File: config.mk
export PLATFORM = sky130hd
export DESIGN_NAME = specialized_multiplier_inverse_flat
export DESIGN_NICKNAME = d
export VERILOG_FILES = /design/src/rtl/specialized_multiplier_inverse_if.sv /design/src/rtl/specialized_multiplier_inverse.sv /design/src/flat_wrapper.sv
export SDC_FILE = /design/constraint.sdc
export NUM_CORES = 1
export LEC_CHECK = 0
export CAP_MARGIN = 20
export CORE_MARGIN = 4
export CORE_UTILIZATION = 53
export DETAILED_ROUTE_END_ITERATION = 7
export PLACE_DENSITY_LB_ADDON = 0.08
export SLEW_MARGIN = 10
export SYNTH_ARGS = -nofsm -noshare
export SYNTH_HDL_FRONTEND = slang
export SYNTH_SLANG_ARGS = --single-unit
File: constraint.sdc
create_clock -name i_clk -period 2.5 [get_ports i_clk]
set_clock_uncertainty 0.1 [all_clocks]
set_input_delay 0.25 -clock i_clk [delete_from_list [all_inputs] [get_ports i_clk]]
set_output_delay 0.25 -clock i_clk [all_outputs]
set_load 0.1 [all_outputs]
File: src/rtl/specialized_multiplier_inverse_if.sv
// Stream bundle for the specialized-multiplier inverse decoder:
// seven-segment input stream, recovered-operand output stream, statistics.
interface specialized_multiplier_inverse_if #(
  parameter int CNT_W = 8
);
  logic [6:0]       SEG_IN;
  logic             IN_VALID;
  logic             IN_READY;
  logic [3:0]       OUT;
  logic             AMBIG;
  logic             ERR;
  logic             OUT_VALID;
  logic             OUT_READY;
  logic [CNT_W-1:0] DEC_CNT;
  logic [CNT_W-1:0] ERR_CNT;

  // Decoder side
  modport slave (
    input  SEG_IN, IN_VALID, OUT_READY,
    output IN_READY, OUT, AMBIG, ERR, OUT_VALID, DEC_CNT, ERR_CNT
  );

  // Producer/consumer side
  modport master (
    output SEG_IN, IN_VALID, OUT_READY,
    input  IN_READY, OUT, AMBIG, ERR, OUT_VALID, DEC_CNT, ERR_CNT
  );
endinterface

File: src/rtl/specialized_multiplier_inverse.sv
// Receive end of the specialized-multiplier display link.
// S1 captures the active-low segment pattern, S2 holds the recovered operand
// with ambiguity/illegal flags. Elastic two-stage pipe, one transfer per cycle.
module specialized_multiplier_inverse #(
  parameter int CNT_W = 8
) (
  input  logic                             i_clk,
  input  logic                             i_rst_n,
  specialized_multiplier_inverse_if.slave  io_bus
);

  logic             r_s1_v;
  logic [6:0]       r_s1_seg;
  logic             r_s2_v;
  logic [3:0]       r_out;
  logic             r_ambig;
  logic             r_err;
  logic [CNT_W-1:0] r_dec_cnt;
  logic [CNT_W-1:0] r_err_cnt;

  logic             w_out_xfer;
  logic             w_s2_load;
  logic             w_in_ready;
  logic             w_in_xfer;
  logic [3:0]       w_dec_out;
  logic             w_dec_ambig;
  logic             w_dec_err;

  assign w_out_xfer = r_s2_v & io_bus.OUT_READY;
  assign w_s2_load  = !r_s2_v | w_out_xfer;
  assign w_in_ready = i_rst_n & (!r_s1_v | w_s2_load);
  assign w_in_xfer  = io_bus.IN_VALID & w_in_ready;

  // Pattern -> operand. Only codes the multiplier can emit are legal; for codes
  // reached by several operands the smallest is reported with AMBIG set.
  always_comb begin
    w_dec_out   = 4'd0;
    w_dec_ambig = 1'b0;
    w_dec_err   = 1'b0;
    case (r_s1_seg)
      7'b1000000: begin w_dec_out = 4'd0; w_dec_ambig = 1'b1; end // '0': 0, 9..15
      7'b1111001: w_dec_out = 4'd1;                               // '1'
      7'b0100100: w_dec_out = 4'd2;                               // '2'
      7'b1111000: w_dec_out = 4'd3;                               // '7' = 2*3+1
      7'b0010000: w_dec_out = 4'd4;                               // '9' = 2*4+1
      7'b0000011: begin w_dec_out = 4'd5; w_dec_ambig = 1'b1; end // 'b': 5 or 6
      7'b0100001: w_dec_out = 4'd7;                               // 'd' = 2*7-1
      7'b0001110: w_dec_out = 4'd8;                               // 'F' = 2*8-1
      default:    w_dec_err = 1'b1;
    endcase
  end

  // Pipeline stages: S1 refills on accept or drains into S2; S2 holds under backpressure.
  always_ff @(posedge i_clk) begin
    if (!i_rst_n) begin
      r_s1_v   <= 1'b0;
      r_s1_seg <= 7'd0;
      r_s2_v   <= 1'b0;
      r_out    <= 4'd0;
      r_ambig  <= 1'b0;
      r_err    <= 1'b0;
    end else begin
      if (w_in_xfer) begin
        r_s1_v   <= 1'b1;
        r_s1_seg <= io_bus.SEG_IN;
      end else if (w_s2_load) begin
        r_s1_v   <= 1'b0;
      end
      if (w_s2_load) begin
        r_s2_v <= r_s1_v;
        if (r_s1_v) begin
          r_out   <= w_dec_out;
          r_ambig <= w_dec_ambig;
          r_err   <= w_dec_err;
        end
      end
    end
  end

  // Saturating statistics, advanced only by completed output transfers.
  always_ff @(posedge i_clk) begin
    if (!i_rst_n) begin
      r_dec_cnt <= '0;
      r_err_cnt <= '0;
    end else if (w_out_xfer) begin
      if (r_dec_cnt != '1)          r_dec_cnt <= r_dec_cnt + 1'b1;
      if (r_err && r_err_cnt != '1) r_err_cnt <= r_err_cnt + 1'b1;
    end
  end

  assign io_bus.IN_READY  = w_in_ready;
  assign io_bus.OUT       = r_out;
  assign io_bus.AMBIG     = r_ambig;
  assign io_bus.ERR       = r_err;
  assign io_bus.OUT_VALID = r_s2_v;
  assign io_bus.DEC_CNT   = r_dec_cnt;
  assign io_bus.ERR_CNT   = r_err_cnt;

endmodule

File: src/flat_wrapper.sv
// flat-port wrapper written by rule: the top's interface ports become plain ports
module specialized_multiplier_inverse_flat 
#(
  parameter int CNT_W = 8
)
  (i_clk, i_rst_n, io_bus_SEG_IN, io_bus_IN_VALID, io_bus_OUT_READY, io_bus_IN_READY, io_bus_OUT, io_bus_AMBIG, io_bus_ERR, io_bus_OUT_VALID, io_bus_DEC_CNT, io_bus_ERR_CNT);
  specialized_multiplier_inverse_if #(.CNT_W(CNT_W)) io_bus_i ();
  input  logic i_clk;
  input  logic i_rst_n;
  input wire logic [$bits(io_bus_i.SEG_IN)-1:0] io_bus_SEG_IN;
  input wire logic [$bits(io_bus_i.IN_VALID)-1:0] io_bus_IN_VALID;
  input wire logic [$bits(io_bus_i.OUT_READY)-1:0] io_bus_OUT_READY;
  output wire logic [$bits(io_bus_i.IN_READY)-1:0] io_bus_IN_READY;
  output wire logic [$bits(io_bus_i.OUT)-1:0] io_bus_OUT;
  output wire logic [$bits(io_bus_i.AMBIG)-1:0] io_bus_AMBIG;
  output wire logic [$bits(io_bus_i.ERR)-1:0] io_bus_ERR;
  output wire logic [$bits(io_bus_i.OUT_VALID)-1:0] io_bus_OUT_VALID;
  output wire logic [$bits(io_bus_i.DEC_CNT)-1:0] io_bus_DEC_CNT;
  output wire logic [$bits(io_bus_i.ERR_CNT)-1:0] io_bus_ERR_CNT;
  assign io_bus_i.SEG_IN = io_bus_SEG_IN;
  assign io_bus_i.IN_VALID = io_bus_IN_VALID;
  assign io_bus_i.OUT_READY = io_bus_OUT_READY;
  assign io_bus_IN_READY = io_bus_i.IN_READY;
  assign io_bus_OUT = io_bus_i.OUT;
  assign io_bus_AMBIG = io_bus_i.AMBIG;
  assign io_bus_ERR = io_bus_i.ERR;
  assign io_bus_OUT_VALID = io_bus_i.OUT_VALID;
  assign io_bus_DEC_CNT = io_bus_i.DEC_CNT;
  assign io_bus_ERR_CNT = io_bus_i.ERR_CNT;
  specialized_multiplier_inverse #(.CNT_W(CNT_W)) u_core (.i_clk(i_clk), .i_rst_n(i_rst_n), .io_bus(io_bus_i));
endmodule
; After elaboration in Yosys (flattened, before gate mapping)
; Cells that the tools add are included.
[word_totals]
regBits = 31
inputBits = 11
output_inout_bits = 24
wordCells = 39
[op_classes]
n_addsub = 2
n_eq_ne = 10
mux = 5
bitwise_logic = 5
reduce_logical = 9
[op_table]
columns = op, count
row1 = $pmux W4 S7, 1
row2 = $eq A7 B7 Y1 const B, 3
row3 = $add A8 B1 Y8 const B, 2
row4 = $ne A8 B8 Y1 const B, 2
row5 = $eq A7 B6 Y1 const B, 2
row6 = $reduce_or A8 Y1, 1
row7 = $eq A7 B2 Y1 const B, 1
row8 = $eq A7 B4 Y1 const B, 1
row9 = $eq A7 B5 Y1 const B, 1
row10 = $reduce_and A2 Y1, 3
row11 = $mux W1, 4
row12 = $and A1 B1 Y1, 3
row13 = $logic_not A1 Y1, 2
row14 = $or A1 B1 Y1, 2
row15 = $reduce_bool A2 Y1, 1
row16 = $reduce_or A2 Y1, 1
row17 = $logic_and A1 B1 Y1, 1

; Longest topological paths before layout
; Gate-level depths: netlist of run 1.
[depth]
ltp_word = 6
mapped_depth = 6
ltp_nobuf = 5

; Worst setup path before layout of run 1
; No wires, ideal clock.
[synth_timing]
path_kind = register -> register
startpoint = register u_core.r_s2_v (netlist: u_core.io_bus.OUT_VALID)
endpoint = register u_core.r_s1_seg[0]
setup_ps = 133
arrival_ps = 3316
required_time_ps = 2267
path_slack_ps = -1049
path_stages_with_launch = 5
path_buffers = 0
synth_period_minus_slack_ps = 3549
cell_sequence = dfxtp_1 > nor2b_1 > a21oi_1 > nand2_1 > mux2i_1
[synth_via]
elab_chain_len = 5
elab_cells_between_ends = 6
cone_classes = bitwise: 5 / reduce/logical: 1
[synth_rtl]
columns = item, line
row1 = "start, declared", specialized_multiplier_inverse.sv:14  ; logic r_s2_v;
row2 = "start signal, assigned", specialized_multiplier_inverse.sv:70  ; r_s2_v <= r_s1_v;
row3 = $and A1 B1 Y1 or $logic_not A1 Y1 (tied branches), "specialized_multiplier_inverse.sv:29, specialized_multiplier_inverse.sv:30"
row4 = $or A1 B1 Y1 *, specialized_multiplier_inverse.sv:30  ; assign w_s2_load = !r_s2_v | w_out_xfer;
row5 = $or A1 B1 Y1 *, specialized_multiplier_inverse.sv:31  ; assign w_in_ready = i_rst_n & (!r_s1_v | w_s2_load);
row6 = $and A1 B1 Y1 *, specialized_multiplier_inverse.sv:31
row7 = named net io_bus_IN_READY, flat_wrapper.sv:13  ; output wire logic [$bits(io_bus_i.IN_READY)-1:0] io_bus_IN_READY;
row8 = $and A1 B1 Y1 *, specialized_multiplier_inverse.sv:32  ; assign w_in_xfer = io_bus.IN_VALID & w_in_ready;
row9 = "end signal, assigned", specialized_multiplier_inverse.sv:65  ; r_s1_seg <= io_bus.SEG_IN;
row10 = "end, declared", specialized_multiplier_inverse.sv:13  ; logic [6:0] r_s1_seg;
; Mark *: on every way through the listed nets, which the timed path passes. The rest lies on a longest branch.
; A chain may end at the register's enable or synchronous reset.

; Worst setup path after layout of run 1
[layout_timing]
startpoint = register u_core.r_err_cnt[0] (netlist: u_core.io_bus.ERR_CNT[0])
endpoint = register u_core.r_err_cnt[3] (netlist: u_core.io_bus.ERR_CNT[3])
[layout_via]
elab_chain_len = 3
elab_cells_between_ends = 4
cone_classes = add/sub: 1 / eq/ne: 1 / reduce/logical: 2
[layout_rtl]
columns = item, line
row1 = "start, declared", specialized_multiplier_inverse.sv:19  ; logic [CNT_W-1:0] r_err_cnt;
row2 = "start signal, assigned", specialized_multiplier_inverse.sv:87  ; if (r_err && r_err_cnt != '1) r_err_cnt <= r_err_cnt + 1'b1;
row3 = branches (longest 3 deep; another with $add A8 B1 Y8), --
; Several ways; the timed one is not identified.

==> results.yml, run 1 <==
logic_synthesis:
  syn-instance-count: 177
  ys_top_cells_by_area: "dfxtp_1, mux2i_1, a21oi_1"
  async_reset_ff_frac: 0
  synth_ff_type: "dfxtp_1"
  syn-num-nets: 190
  synth_most_common_cell: "dfxtp_1"
  synth.avg_cell_area_um2: 8.70
  yosysSeqAreaShare: 0.403
  ys_warn_count: 0
  synth_edf_count: 0
  yosys.area.top_type: "dfxtp_1"
  synthesis.area_um2: 1540
  synth_top_area_frac: 0.403
  yosys-top-cells-count: "dfxtp_1, nand2_1, nor2_1, inv_1, a21oi_1"
  synth_seq_cells: 31
  ys_types: 41
sta:
  post-route-period-util: 0.753
  report.final.slew_viol_count: 0
  fmax_mhz: 531
  hold_viol: 0
  min_period_ps: 1880
  rsz0062_at_grt: "false"
  setup_violations: 0
  tightest_slew_ps: 788
  final.setup.tns_ps: 0
  whs_ps: 350
  relSlewSlack: 0.473
floorplanning:
  fp.coreArea_um2: 2760
  die_y_um: 61.9
  start_util: 0.559
  die_x_um: 61.9
  die_area_um2: 3830
  rows: 19
  io_pins: 35
setup_path:
  r2r-end: "u_core.io_bus.ERR_CNT[3]$_SDFFE_PN0P_"
  worstPathMaxFanout: 12
  crit_path_start: "u_core.io_bus.ERR_CNT[0]$_SDFFE_PN0P_"
  path_class: "register to register"
  r2r_setup_slack_ps: 620
  worstSetupEndpointType: "register"
  r2r_cells: 5
  r2r_start: "u_core.io_bus.ERR_CNT[0]$_SDFFE_PN0P_"
  cp-start-kind: "register"
  crit_required_ps: 2670
  arrival_ps: 2050
worst_hold_path:
  min_to: "u_core.r_s1_seg[5]$_SDFFE_PN0P_"
  whs_path_depth: 3
  hold_class: "input port to register"
  hold_start: "io_bus_SEG_IN[5]"
global_route:
  grtUsageMet3: 0.0517
  grt_pass1_wl_mm: 5.74
  grt_pass1_vias: 1310
  grt.busiest_layer: "met2"
  grtUsageTotal: 0.203
  grt_remaining_overflow: 0
  use_met2: 0.329
  grt_start_max_net_pins: 22
  use_met1: 0.257
  antenna_found_initial: 0
final_layout:
  fill_cells: 237
  area_growth_pct: 24.8
  fin_util: 0.697
  diodes: 0
  fin_nets: 225
  drive_above_1_share: 0.198
clocking:
  cts_tree: "built"
  cts.sinks: 31
  hold_buffers: 0
  insertion_delay_ps: 340
  numCtsBuffers: 5
  clockBufferDepth: 2
  root_buffer: "clkbuf_4"
  post_cts_resized: 0
  cts_setup_buffers: 0
  clk_pin_slew_worst_paths_ps: 90
  htreeDepth: 2
place:
  port_buffers: 34
  hpwl_mm: 2.56
  gp_congestion: 0.838
power_and_ir_drop:
  power_mw: 0.996
  intPower_mw: 0.699
  power_density_nw_per_um2: 518
  seqPwrFrac: 0.537
  clkPwrFrac: 0.300
  swShare: 0.299
  leakage_nw: 0.785
  switchingPower_mw: 0.298
  combPwrFrac: 0.163
  irDropWorstVdd_v: 0.000478
route:
  antenna_left: 0
  drc: 0
  vias_per_cell: 5.83
  drt_iter0_markers: 108
  vias: 1416
  routed_wl_mm: 3.42
  routedWlPerCell_um: 14.1
  dr.pass1.iters: 4
status:
  status: "finished clean"
flow_run:
  drv_cap: 0
==> layout by cell type (no fill, tap or decap), types with 6 or more instances in the layout <==
cell type and instances:
a21oi_1 11, mux2i_1 10, or4_1 6, nand3_1 10, dfxtp_1 31, clkdlybuf4s50_1 10, nor2_1 14, nand2_1 16
inv_1 13, buf_4 25
==> cell type report <==
type	count	area, um^2	area share
Tap cell	31	38.8	0.0202
Inverter	13	48.8	0.0254
Multi-Input combinational cell	125	850	0.442
Clock inverter	1	5.00	0.00260
Sequential cell	31	621	0.323
Clock buffer	6	51.3	0.0267
Timing Repair Buffer	36	308	0.160
==> stage by stage <==
stage          setup slack [ps]  area [um^2]  cells
2_1_floorplan               124         1550    177
3_3_place_gp                464         1870    236
3_5_place_dp                371         1870    236
4_1_cts                     638         1920    243
5_1_grt                     430         1920    243
6_report                    616         1920    243
==> metal layers <==
metal / part of all wire / wire length (um)
met1: 0.44 / 1490
met2: 0.48 / 1630
met3: 0.075 / 256
met4: 0.013 / 44
met5: 0 / 0
==> flip-flops by register name (all words and copies together) (netlist names) <==
name,cells
u_core.io_bus.OUT_VALID,1
u_core.io_bus.ERR,1
u_core.io_bus.ERR_CNT,8
u_core.io_bus.DEC_CNT,8
u_core.r_s1_seg,7
u_core.r_s1_v,1
u_core.io_bus.OUT,4
u_core.io_bus.AMBIG,1
==> worst max path at each step <==
stage / to / slack [ps] / cells past startpoint
after CTS: u_core.io_bus.ERR_CNT[3]$_SDFFE_PN0P_ / 640 / 5
after global placement: u_core.io_bus.ERR_CNT[5]$_SDFFE_PN0P_ / 460 / 5
after detailed placement: u_core.io_bus.ERR_CNT[5]$_SDFFE_PN0P_ / 370 / 5
after floorplan: u_core.r_s1_seg[0]$_SDFFE_PN0P_ / 120 / 4
after global routing: u_core.io_bus.ERR_CNT[4]$_SDFFE_PN0P_ / 430 / 5
final: u_core.io_bus.ERR_CNT[3]$_SDFFE_PN0P_ / 620 / 5
==> critical path, stage by stage (launching register included) <==
cell and delay, ps:
dfxtp_1 400, ha_1 240, nand3_1 90, o21bai_1 630
o21ai_0 200, a21oi_1 160
==> power groups by stage <==
stage	registers [mW]	logic (mW)	clock network, mW
global placement	0.543	0.159	0
floorplan	0.576	0.0822	0
CTS	0.534	0.163	0.306
global route	0.538	0.175	0.324
detailed placement	0.546	0.162	0
finish	0.535	0.163	0.299
==> cell families after synthesis <==
logic type	count (synthesis)	synth area share
compound gates	39	0.177
flops	31	0.403
buf+inv	21	0.0528
mux	11	0.0723
xor+xnor	6	0.0341
simple gates	67	0.245
fa+ha+maj	2	0.0162
(Power assumes the default switching activity.)
==> run 2, diff against run 1 <==
--- a/config.mk
+++ b/config.mk
@@ -7,7 +7,7 @@
 export LEC_CHECK = 0
 export CAP_MARGIN = 20
 export CORE_MARGIN = 4
-export CORE_UTILIZATION = 53
+export CORE_UTILIZATION = 49
 export DETAILED_ROUTE_END_ITERATION = 7
 export PLACE_DENSITY_LB_ADDON = 0.08
 export SLEW_MARGIN = 10
==> constraint.sdc (replaced) <==
create_clock -name i_clk -period 2 [get_ports i_clk]
set_clock_uncertainty 0.1 [all_clocks]
set_input_delay 0.2 -clock i_clk [delete_from_list [all_inputs] [get_ports i_clk]]
set_output_delay 0.2 -clock i_clk [all_outputs]
set_load 0.1 [all_outputs]
==> run 2 against run 1 <==
Against the previous run: sequential share of layout area is 0.31 points lower; highest routed layer unchanged; critical path type unchanged; largest cell class unchanged; design area is 4.4% higher; die area is 7.1% higher; worst setup slack worse by 430 ps; critical endpoint is now u_core.io_bus.DEC_CNT[5]$_SDFFE_PN0P_; core utilization is 3.4 points lower; register-to-register slack worse by 430 ps; non-clock buffer count is 2 higher.
==> results.yml, run 2 (synthesized netlist as in run 1, its figures left out) <==
floorplanning:
  die_area_um2: 4100
  rows: 20
  fp.coreArea_um2: 3030
  die_y_um: 64.1
  start_util: 0.509
  io_pins: 35
  die_x_um: 64.1
clocking:
  numCtsBuffers: 5
  insertion_delay_ps: 330
  hold_buffers: 0
  post_cts_resized: 0
  cts_setup_buffers: 0
  root_buffer: "clkbuf_4"
  clockBufferDepth: 2
  clk_pin_slew_worst_paths_ps: 100
  cts.sinks: 31
  cts_tree: "built"
  htreeDepth: 2
global_route:
  grt_pass1_vias: 1308
  grt_remaining_overflow: 0
  grt_start_max_net_pins: 22
  grt_pass1_wl_mm: 5.95
  grtUsageTotal: 0.184
  antenna_found_initial: 0
route:
  wl_met3_um: 210
  routedWlPerCell_um: 13.3
  routed_wl_mm: 3.45
  antenna_left: 0
  route.met2.wl_mm: 1.60
  vias_per_cell: 5.52
  drc: 0
  highest_layer: "met4"
  dr.pass1.iters: 4
  drt-met1-wl_mm: 1.58
  vias: 1429
  drt_iter0_markers: 122
final_layout:
  drive_above_1_share: 0.293
  fin_nets: 227
  diodes: 0
  area_growth_pct: 30.3
  final_cell_mix: "buf_4, dfxtp_2, nand2_1, nor2_1, dfxtp_1"
  final_common_cell: "buf_4"
  final_cell_area_um2: 2010
  finalNonFillerCells: 259
setup_path:
  cp-start-kind: "register"
  crit_required_ps: 2170
  r2r_setup_slack_ps: 180
  worstSetupEndpointType: "register"
  arrival_ps: 1980
  worstPathMaxFanout: 6
  path_class: "register to register"
sta:
  hold_viol: 0
  relSlewSlack: 0.658
  setup_ws_ps: 185
  post-route-period-util: 0.908
  fmax_mhz: 551
  setup_violations: 0
  report.final.slew_viol_count: 0
  tightest_slew_ps: 512
  min_period_ps: 1820
  rsz0062_at_grt: "false"
  final.setup.tns_ps: 0
power_and_ir_drop:
  leakage_nw: 0.816
  irDropWorstVdd_v: 0.000355
  power_density_nw_per_um2: 693
place:
  port_buffers: 34
  pre_cts_slack_ps: 24.7
  hpwl_mm: 2.48
  dp_cells: 251
  gp_congestion: 0.826
  place_area_um2: 1920
worst_hold_path:
  hold_class: "input port to register"
status:
  status: "finished clean"
flow_run:
  drv_cap: 0
-- run 2: cell types whose count changed in the layout (fill, tap and decap cells not counted), sizes merged --
cell / delta
buf: +2
bufinv: +1
-- run 2: metrics by stage --
step | util | hold WS, ps | total power, mW
floorplan | - | 217 | 0.825
global placement | 0.634 | 348 | 0.882
detailed placement | 0.634 | 353 | 0.887
CTS | 0.663 | 294 | 1.41
global route | 0.663 | 283 | 1.46
finish | 0.663 | 305 | 1.39
-- run 2: worst paths after layout --
path	start	to	cells past startpoint
max	u_core.io_bus.DEC_CNT[0]$_SDFFE_PN0P_	u_core.io_bus.DEC_CNT[5]$_SDFFE_PN0P_	5
min	io_bus_SEG_IN[1]	u_core.r_s1_seg[1]$_SDFFE_PN0P_	3
max reg2reg	u_core.io_bus.DEC_CNT[0]$_SDFFE_PN0P_	u_core.io_bus.DEC_CNT[5]$_SDFFE_PN0P_	5
min reg2reg	u_core.io_bus.OUT[2]$_SDFFE_PN0P_	u_core.io_bus.OUT[2]$_SDFFE_PN0P_	2
-- run 2: layout make-up --
type / count / area [um^2]
flip-flops and latches: 31 / 642
clock inverters: 2 / 35.0
inverters: 13 / 48.8
clock buffers: 6 / 51.3
fillers: 274 / 1020
multi-input cells: 125 / 852
repair buffers: 38 / 323
well taps: 44 / 55.1
-- run 2: metal layers --
metal  global-route usage  vias up
li1                     -      715
met1                0.226      664
met2                0.297       43
met3               0.0598        7
met4               0.0728        0
met5                    0        -
-- run 2: where the power goes --
part	total, mW	switching [mW]	internal, mW	leakage (nW)
clock network	0.516	0.221	0.295	0.0482
registers	0.669	0.0313	0.638	0.261
logic	0.205	0.130	0.0753	0.507
-- run 2: worst max-delay path, stage by stage, from the launching register on --
cell and delay, ps:
dfxtp_2 350, ha_1 220, and3_4 200, a21o_4 240
or4_1 470, a21oi_1 160
==> run 3, diff against run 2 <==
--- a/config.mk
+++ b/config.mk
@@ -5,8 +5,9 @@
 export SDC_FILE = /design/constraint.sdc
 export NUM_CORES = 1
 export LEC_CHECK = 0
+export ABC_CLOCK_PERIOD_IN_PS = 2000
 export CAP_MARGIN = 20
-export CORE_MARGIN = 4
+export CORE_MARGIN = 2
 export CORE_UTILIZATION = 49
 export DETAILED_ROUTE_END_ITERATION = 7
 export PLACE_DENSITY_LB_ADDON = 0.08
==> run 3 against run 2 <==
Against the previous run: critical path depth did not move; maximum frequency rose by 1.8%; sequential cell count did not move; combinational power barely moved; first-iteration DRC count fell by 34%; worst setup slack improved by 32 ps; die area fell by 12%.
==> results.yml, run 3 (synthesized netlist as in run 1, its figures left out) <==
status:
  status: "finished clean"
setup_path:
  cp-start-kind: "register"
  crit_cells: 5
  r2r_cells: 5
  arrival_ps: 1950
  path_class: "register to register"
  crit_required_ps: 2160
  worstSetupEndpointType: "register"
  worstPathMaxFanout: 6
  cp_cell_sequence: "ha_1, and3_4, a21o_4, or4_1, a21oi_1"
  worst-path-buf-inv: 0
  critPathMaxStageDelay_ps: 460
  cp_slowest_cell: "or4_1"
  path_delay_family: "simple AND/OR/NAND/NOR gates"
clocking:
  root_buffer: "clkbuf_4"
  cts.sinks: 31
  cts_tree: "built"
  clockBufferDepth: 2
  cts_setup_buffers: 0
  post_cts_resized: 0
  numCtsBuffers: 5
  clk_pin_slew_worst_paths_ps: 90
  insertion_delay_ps: 340
  htreeDepth: 2
  hold_buffers: 0
global_route:
  use_met1: 0.270
  grt_start_max_net_pins: 22
  grtUsageMet3: 0.0736
  grt_pass1_vias: 1325
  antenna_found_initial: 0
  use_met2: 0.321
  grt_remaining_overflow: 0
  grtUsageTotal: 0.211
  grt_pass1_wl_mm: 5.66
  grt.busiest_layer: "met2"
sta:
  report.final.slew_viol_count: 0
  min_period_ps: 1780
  setup_violations: 0
  post-route-period-util: 0.892
  hold_viol: 0
  tightest_slew_ps: 473
  fmax_mhz: 561
  relSlewSlack: 0.684
  final.setup.tns_ps: 0
  rsz0062_at_grt: "false"
floorplanning:
  die_y_um: 60.1
  fp.coreArea_um2: 3030
  die_x_um: 60.1
  rows: 20
  die_area_um2: 3610
  io_pins: 35
  start_util: 0.509
route:
  vias: 1399
  vias_per_cell: 5.40
  drc: 0
  routedWlPerCell_um: 12.9
  drt_iter0_markers: 81
  routed_wl_mm: 3.33
  antenna_left: 0
  dr.pass1.iters: 5
flow_run:
  drv_cap: 0
place:
  hpwl_mm: 2.47
  gp_congestion: 0.850
  port_buffers: 34
final_layout:
  fin_util: 0.651
  final_common_cell: "buf_4"
  fin_nets: 227
  final_cell_mix: "buf_4, dfxtp_2, nand2_1, nor2_1, dfxtp_1"
  drive_above_1_share: 0.284
  diodes: 0
  area_growth_pct: 27.9
worst_hold_path:
  whs_path_depth: 3
  hold_class: "input port to register"
power_and_ir_drop:
  leakage_nw: 0.797
  power_density_nw_per_um2: 621
  irDropWorstVdd_v: 0.000409
==> run 3: cell types whose count changed in the layout (fill, tap and decap cells not counted), sizes merged <==
cell and change:
bufinv -1, clkbuf +1
==> run 3: worst paths after layout <==
kind | from | endpoint | slack [ps]
setup / recovery | u_core.io_bus.DEC_CNT[0]$_SDFFE_PN0P_ | u_core.io_bus.DEC_CNT[5]$_SDFFE_PN0P_ | 220
setup reg to reg | u_core.io_bus.DEC_CNT[0]$_SDFFE_PN0P_ | u_core.io_bus.DEC_CNT[5]$_SDFFE_PN0P_ | 220
hold / removal | io_bus_SEG_IN[4] | u_core.r_s1_seg[4]$_SDFFE_PN0P_ | 300
hold reg to reg | u_core.io_bus.AMBIG$_SDFFE_PN0P_ | u_core.io_bus.AMBIG$_SDFFE_PN0P_ | 370
==> run 3: metal layers <==
metal  routed length (um)  part of all wire
met3                  192             0.058
met2                 1520              0.46
met5                    0                 0
met1                 1570              0.47
met4                   55             0.017
==> run 3: cell type report <==
class	count	area, um^2
clock buffers	7	45.0
clock inverters	1	5.00
fillers	275	1060
inverters	13	48.8
multi-input cells	125	852
flip-flops and latches	31	642
well taps	44	55.1
repair buffers	38	323
==> run 3: worst register-to-register path, stage by stage (launching register included) <==
cell     delay, ps
dfxtp_2        350
ha_1           220
and3_4         200
a21o_4         240
or4_1          460
a21oi_1        150
==> run 3: report_power, final <==
part	switching, mW	internal, mW
logic	0.130	0.0753
registers	0.0304	0.638
clock network	0.214	0.137
total	0.374	0.850
==> run 3: metrics by stage <==
stage	area (um^2)	cells	total power [mW]	setup WS, ps	hold WS, ps
3_3_place_gp	1920	251	0.882	122	351
6_report	1970	259	1.22	217	298
2_1_floorplan	1580	177	0.825	1.10	217
3_5_place_dp	1920	251	0.887	55.2	361
4_1_cts	1970	259	1.23	216	286
5_1_grt	1970	259	1.28	82.0	297
